### config.mk
export PLATFORM = sky130hd
export DESIGN_NAME = spike_rate_decoder_flat
export DESIGN_NICKNAME = d
export VERILOG_FILES = /design/src/rtl/spike_rate_decoder_if.sv /design/src/rtl/spike_rate_decoder.sv /design/src/flat_wrapper.sv
export SDC_FILE = /design/constraint.sdc
export NUM_CORES = 1
export LEC_CHECK = 0
export BUFFER_PORTS_ARGS = -buffer_cell sky130_fd_sc_hd__buf_2
export CAP_MARGIN = 20
export CORE_MARGIN = 2
export CORE_UTILIZATION = 40
export CTS_BUF_LIST = sky130_fd_sc_hd__clkbuf_8
export DETAILED_ROUTE_END_ITERATION = 10
export PLACE_DENSITY = 0.56
export SYNTH_ARGS = -nofsm -noshare
export SYNTH_HDL_FRONTEND = slang
export SYNTH_SLANG_ARGS = --single-unit
### constraint.sdc
create_clock -name clk -period 2.1 [get_ports clk]
set_input_delay 0.42 -clock clk [delete_from_list [all_inputs] [get_ports clk]]
set_output_delay 0.42 -clock clk [all_outputs]
set_load 0.1 [all_outputs]
### src/rtl/spike_rate_decoder_if.sv
// Spike-rate decoder signal bundle: neuron-side inputs and readout outputs.
// The master drives en/spike_in/window_len; the decoder (slave) drives the readouts.
interface spike_rate_decoder_if #(
    parameter int WINDOW_W = 16,
    parameter int COUNT_W  = 8,
    parameter int ISI_W    = 16
);
    logic                en;
    logic                spike_in;
    logic [WINDOW_W-1:0] window_len;
    logic [COUNT_W-1:0]  rate_out;
    logic                rate_valid;
    logic                rate_sat;
    logic [ISI_W-1:0]    isi_out;
    logic                isi_valid;

    modport master (
        output en, spike_in, window_len,
        input  rate_out, rate_valid, rate_sat, isi_out, isi_valid
    );

    modport slave (
        input  en, spike_in, window_len,
        output rate_out, rate_valid, rate_sat, isi_out, isi_valid
    );
endinterface

### src/rtl/spike_rate_decoder.sv
// Converts a neuron spike train back into numbers: spike count per back-to-back
// window (rate code) and cycles between consecutive spike edges (ISI code).
module spike_rate_decoder #(
    parameter int WINDOW_W = 16,
    parameter int COUNT_W  = 8,
    parameter int ISI_W    = 16
) (
    input  logic                clk,
    input  logic                rst,
    spike_rate_decoder_if.slave bus
);

    typedef enum logic {
        ST_IDLE  = 1'b0,
        ST_COUNT = 1'b1
    } state_e;

    localparam logic [COUNT_W-1:0] COUNT_MAX = {COUNT_W{1'b1}};
    localparam logic [ISI_W-1:0]   ISI_MAX   = {ISI_W{1'b1}};

    state_e              state_q,      state_d;
    logic [WINDOW_W-1:0] timer_q,      timer_d;
    logic [COUNT_W-1:0]  count_q,      count_d;
    logic                sat_q,        sat_d;
    logic                spike_prev_q, spike_prev_d;
    logic                first_seen_q, first_seen_d;
    logic [ISI_W-1:0]    isi_cnt_q,    isi_cnt_d;
    logic [COUNT_W-1:0]  rate_out_q,   rate_out_d;
    logic                rate_sat_q,   rate_sat_d;
    logic                rate_valid_q, rate_valid_d;
    logic [ISI_W-1:0]    isi_out_q,    isi_out_d;
    logic                isi_valid_q,  isi_valid_d;

    logic                spike_edge;
    logic [COUNT_W-1:0]  count_upd;
    logic                sat_upd;

    assign spike_edge = bus.spike_in & ~spike_prev_q;

    always_comb begin
        // NOTE: every variable gets a default before any branch, so no path leaves one unassigned and no latch is inferred.
        state_d      = state_q;
        timer_d      = timer_q;
        count_d      = count_q;
        sat_d        = sat_q;
        spike_prev_d = bus.spike_in;
        first_seen_d = first_seen_q;
        isi_cnt_d    = isi_cnt_q;
        rate_out_d   = rate_out_q;
        rate_sat_d   = rate_sat_q;
        rate_valid_d = 1'b0;
        isi_out_d    = isi_out_q;
        isi_valid_d  = 1'b0;

        // Count as it would stand after this cycle, including an edge seen now.
        count_upd = count_q;
        sat_upd   = sat_q;
        if (spike_edge) begin
            if (count_q == COUNT_MAX) sat_upd = 1'b1;
            else                      count_upd = count_q + COUNT_W'(1);
        end

        if (!bus.en) begin
            // Disable wins even on a window's last cycle: the window is dropped unreported.
            state_d      = ST_IDLE;
            timer_d      = '0;
            count_d      = '0;
            sat_d        = 1'b0;
            first_seen_d = 1'b0;
            isi_cnt_d    = '0;
        end else begin
            unique case (state_q)
                ST_IDLE: begin
                    if (bus.window_len != '0) begin
                        state_d = ST_COUNT;
                        timer_d = bus.window_len;
                        count_d = '0;
                        sat_d   = 1'b0;
                    end
                end
                ST_COUNT: begin
                    if (timer_q == WINDOW_W'(1)) begin
                        rate_out_d   = count_upd;
                        rate_sat_d   = sat_upd;
                        rate_valid_d = 1'b1;
                        count_d      = '0;
                        sat_d        = 1'b0;
                        if (bus.window_len != '0) begin
                            timer_d = bus.window_len;
                        end else begin
                            state_d = ST_IDLE;
                            timer_d = '0;
                        end
                    end else begin
                        timer_d = timer_q - WINDOW_W'(1);
                        count_d = count_upd;
                        sat_d   = sat_upd;
                    end
                end
                default: state_d = ST_IDLE;
            endcase

            // isi_cnt_q equals cycles elapsed since the previous edge.
            if (spike_edge) begin
                if (first_seen_q) begin
                    isi_out_d   = isi_cnt_q;
                    isi_valid_d = 1'b1;
                end
                first_seen_d = 1'b1;
                isi_cnt_d    = ISI_W'(1);
            end else if (first_seen_q && isi_cnt_q != ISI_MAX) begin
                isi_cnt_d = isi_cnt_q + ISI_W'(1);
            end
        end
    end

    always_ff @(posedge clk) begin
        // NOTE: non-blocking assignments only here, so every flop samples pre-edge values regardless of statement order.
        if (rst) begin
            state_q      <= ST_IDLE;
            timer_q      <= '0;
            count_q      <= '0;
            sat_q        <= 1'b0;
            spike_prev_q <= 1'b0;
            first_seen_q <= 1'b0;
            isi_cnt_q    <= '0;
            rate_out_q   <= '0;
            rate_sat_q   <= 1'b0;
            rate_valid_q <= 1'b0;
            isi_out_q    <= '0;
            isi_valid_q  <= 1'b0;
        end else begin
            state_q      <= state_d;
            timer_q      <= timer_d;
            count_q      <= count_d;
            sat_q        <= sat_d;
            spike_prev_q <= spike_prev_d;
            first_seen_q <= first_seen_d;
            isi_cnt_q    <= isi_cnt_d;
            rate_out_q   <= rate_out_d;
            rate_sat_q   <= rate_sat_d;
            rate_valid_q <= rate_valid_d;
            isi_out_q    <= isi_out_d;
            isi_valid_q  <= isi_valid_d;
        end
    end

    assign bus.rate_out   = rate_out_q;
    assign bus.rate_sat   = rate_sat_q;
    assign bus.rate_valid = rate_valid_q;
    assign bus.isi_out    = isi_out_q;
    assign bus.isi_valid  = isi_valid_q;

endmodule

### src/flat_wrapper.sv
// flat-port wrapper written by rule: the top's interface ports become plain ports
module spike_rate_decoder_flat 
#(
    parameter int WINDOW_W = 16,
    parameter int COUNT_W  = 8,
    parameter int ISI_W    = 16
)
  (clk, rst, bus_en, bus_spike_in, bus_window_len, bus_rate_out, bus_rate_valid, bus_rate_sat, bus_isi_out, bus_isi_valid);
  spike_rate_decoder_if #(.WINDOW_W(WINDOW_W), .COUNT_W(COUNT_W), .ISI_W(ISI_W)) bus_i ();
  input  logic clk;
  input  logic rst;
  input wire logic [$bits(bus_i.en)-1:0] bus_en;
  input wire logic [$bits(bus_i.spike_in)-1:0] bus_spike_in;
  input wire logic [$bits(bus_i.window_len)-1:0] bus_window_len;
  output wire logic [$bits(bus_i.rate_out)-1:0] bus_rate_out;
  output wire logic [$bits(bus_i.rate_valid)-1:0] bus_rate_valid;
  output wire logic [$bits(bus_i.rate_sat)-1:0] bus_rate_sat;
  output wire logic [$bits(bus_i.isi_out)-1:0] bus_isi_out;
  output wire logic [$bits(bus_i.isi_valid)-1:0] bus_isi_valid;
  assign bus_i.en = bus_en;
  assign bus_i.spike_in = bus_spike_in;
  assign bus_i.window_len = bus_window_len;
  assign bus_rate_out = bus_i.rate_out;
  assign bus_rate_valid = bus_i.rate_valid;
  assign bus_rate_sat = bus_i.rate_sat;
  assign bus_isi_out = bus_i.isi_out;
  assign bus_isi_valid = bus_i.isi_valid;
  spike_rate_decoder #(.WINDOW_W(WINDOW_W), .COUNT_W(COUNT_W), .ISI_W(ISI_W)) u_core (.clk(clk), .rst(rst), .bus(bus_i));
endmodule
==> flow_metrics.py <==
metrics = {
    "routing": {
        "vias": 3132,
        "wl_met2_um": 4026,
        "m1WireLength_um": 3837,
        "maxUsedRoutingLayer": "met4",
        "wl_um": 8328,
        "drtAntennaViolNets": 0,
        "initialDrtViolationCount": 134,
        "firstDrtPassIters": 5,
        "drc": 0,
        "dr_wl_met3_um": 383,
        "routedWlPerCell_um": 14.41,
        "viasPerCell": 5.419,
    },
    "synth": {
        "synth_seq_cells": 71,
        "synth_area_um2": 3555,
        "synthDistinctLibCells": 64,
        "ys.flop_type": "dfxtp_1",
        "yosys-top-cells-area": "dfxtp_1, nand2_1, a21oi_1, nor2_1, xor2_1",
        "ys_async_sr_fraction": 0,
        "netlist.area_leader.share": 0.3999,
        "ys_warn_count": 0,
        "synth_largest_area_cell": "dfxtp_1",
        "synth_fp_nets": 442,
        "ys_seq_area_frac": 0.3999,
        "syn_avg_cell_area_um2": 8.504,
        "syn_inst": 418,
        "synth_edf_count": 0,
    },
    "setup_path": {
        "crit_type": "reg2reg",
        "cp.required_ps": 2330,
        "max_stage_delay_ps": 450,
        "crit_chain": "ha_1 > nor4b_4 > nand4_4 > and2_4 > buf_4 > a21oi_1 > o22ai_1",
        "cp-end-kind": "register",
        "worst_ep_arrival_time_ps": 2180,
        "cp_slowest_cell": "dfxtp_1",
        "critPathLaunchType": "register",
        "cp_max_fo": 13,
    },
    "status": {
        "status": "completed",
    },
    "floorplan": {
        "die_area_um2": 9657,
        "start_util": 0.4096,
        "rows": 34,
        "io_pins": 47,
        "dieHeight_um": 98.27,
        "coreArea_um2": 8678,
        "die_x_um": 98.27,
    },
    "final_layout": {
        "final_cell_mix": "dfxtp_1, nand2_1, buf_2",
        "num_antenna_cells": 0,
        "fin_nets": 489,
        "layout_commonest_cell": "dfxtp_1",
        "fillers": 883,
        "drive_gt1_frac": 0.2191,
        "area_delta_synth_final_pct": 15.63,
        "instances_no_fill": 578,
    },
    "grt": {
        "grt_pass1_vias": 3008,
        "grt_max_degree": 27,
        "grtUsageTotal": 0.1820,
        "overflow": 0,
        "grt_pass1_wl_um": 14320,
        "antenna_found_initial": 0,
    },
    "power_and_ir_drop": {
        "p_seq_frac": 0.494,
        "intPower_mw": 2.072,
        "swShare": 0.2685,
        "share_comb_of_total_power": 0.102,
        "p_switching_mw": 0.7604,
        "peakVddDrop_uv": 369.3,
        "leakage_nw": 1.558,
        "power_density_nw_per_um2": 689.1,
        "pwr-share-clk": 0.404,
    },
    "hold_path": {
        "min_path_type": "in2reg",
    },
    "clocking": {
        "cts.path.max_buffers": 2,
        "ctsResizeCount": 0,
        "hold_buffers": 0,
        "post-cts-setup-buffers": 0,
        "numCtsBuffers": 9,
        "cts_tree": "built",
        "clock_sinks": 71,
        "path_clk_slew_ps": 80,
        "htreeDepth": 3,
        "root_buffer": "clkbuf_8",
        "clock_latency_ps": 340,
    },
    "timing": {
        "setup_viol": 0,
        "period_share": 0.9299,
        "hold_viol_final": 0,
        "finalMaxSlewViolations": 0,
        "slew_headroom": 0.6654,
        "setup_tns_ps": 0,
        "rsz0062_at_grt": "false",
        "max_freq_mhz": 512.1,
        "post-route-min-period_ps": 1953,
        "worst_pin_slew_ps": 498.9,
        "finalClockSkew_ps": 6.909,
    },
    "placed_design": {
        "dp.cells": 561,
        "hpwl_um": 5776,
        "place_congestion": 0.7940,
        "port_buffers": 46,
    },
    "run": {
        "maxCapViolations": 0,
    },
}
==> cells by family (layout without fill, tap and decap cells) <==
logic type | count (synthesis) | in the layout | share of synthesized area
muxes | 9 | 9 | 0.02745
AOI/OAI and AO/OA | 86 | 86 | 0.1633
xor gates and xnor gates | 16 | 16 | 0.03942
adders and majority gates | 4 | 4 | 0.01408
DFF | 71 | 71 | 0.3999
and+or+nand+nor | 202 | 203 | 0.3140
buffers and inverters | 30 | 81 | 0.04188
==> registers in the layout, indices dropped and copies added, names as in the netlist <==
| signal | count |
|---|---|
| u_core.count_q | 8 |
| u_core.bus.isi_out | 16 |
| u_core.spike_prev_q | 1 |
| u_core.timer_q | 16 |
| u_core.bus.isi_valid | 1 |
| u_core.state_q | 1 |
| u_core.isi_cnt_q | 16 |
| u_core.first_seen_q | 1 |
| u_core.bus.rate_out | 8 |
| u_core.sat_q | 1 |
| u_core.bus.rate_sat | 1 |
| u_core.bus.rate_valid | 1 |
==> power groups by stage <==
| stage | Clock (mW) | Combinational, mW | Sequential (mW) |
|---|---|---|---|
| after floorplan | 0 | 0.204 | 1.43 |
| final | 1.14 | 0.289 | 1.40 |
| after detailed placement | 0 | 0.287 | 1.43 |
| after global placement | 0 | 0.284 | 1.43 |
| after global routing | 1.24 | 0.320 | 1.40 |
| after CTS | 1.18 | 0.288 | 1.40 |
==> stage by stage <==
stage | utilization | hold WS [ps] | setup WS (ps) | power (mW) | area, um^2
floorplan | - | 450.0 | 313.5 | 1.633 | 3555
global placement | 0.4493 | 438.6 | 204.6 | 1.713 | 3899
detailed placement | 0.4493 | 443.0 | 98.30 | 1.717 | 3899
CTS | 0.4728 | 312.1 | 79.96 | 2.865 | 4103
global route | 0.4736 | 318.1 | 17.99 | 2.958 | 4110
finish | 0.4736 | 321.7 | 147.3 | 2.832 | 4110
==> worst max-delay path, delay by kind of cell, from the launching register on <==
family	cells	cell delay, ps
flops	1	450
fa+ha+maj	1	200
simple gates	3	750
compound gates	2	260
buf+inv	1	180
==> cell usage after synthesis, drive strengths merged (8+ instances only) <==
cell    number
nor4        12
nand3       18
nor2        37
a21oi       39
clkbuf      15
nor3        10
nand4       15
a22oi       12
dfxtp       71
xor2        12
nand2       67
and3         8
buf         11
==> worst paths after layout <==
| check | startpoint | to | slack [ps] | cells past startpoint |
|---|---|---|---|---|
| min reg2reg | u_core.bus.isi_out[7] | u_core.bus.isi_out[7] | 450 | 2 |
| min | bus_window_len[14] | u_core.timer_q[14] | 320 | 3 |
| max | u_core.timer_q[0] | u_core.count_q[5] | 150 | 7 |
| max reg2reg | u_core.timer_q[0] | u_core.count_q[5] | 150 | 7 |
==> cell type report <==
| class | count | area [um^2] | share of cell area |
|---|---|---|---|
| Inverter | 4 | 15.01 | 0.003653 |
| Clock inverter | 6 | 66.31 | 0.01613 |
| Timing Repair Buffer | 61 | 342.8 | 0.08341 |
| Tap cell | 108 | 135.1 | 0.03288 |
| Sequential cell | 71 | 1421 | 0.3458 |
| Clock buffer | 10 | 137.6 | 0.03349 |
| Multi-Input combinational cell | 318 | 1992 | 0.4846 |
==> layer usage <==
| metal | vias to the layer above | global-route usage |
|---|---|---|
| met5 | - | 0 |
| met4 | 0 | 0.06006 |
| met3 | 9 | 0.04152 |
| met2 | 68 | 0.3066 |
| met1 | 1446 | 0.2313 |
| li1 | 1609 | - |
(Power assumes the default switching activity.)
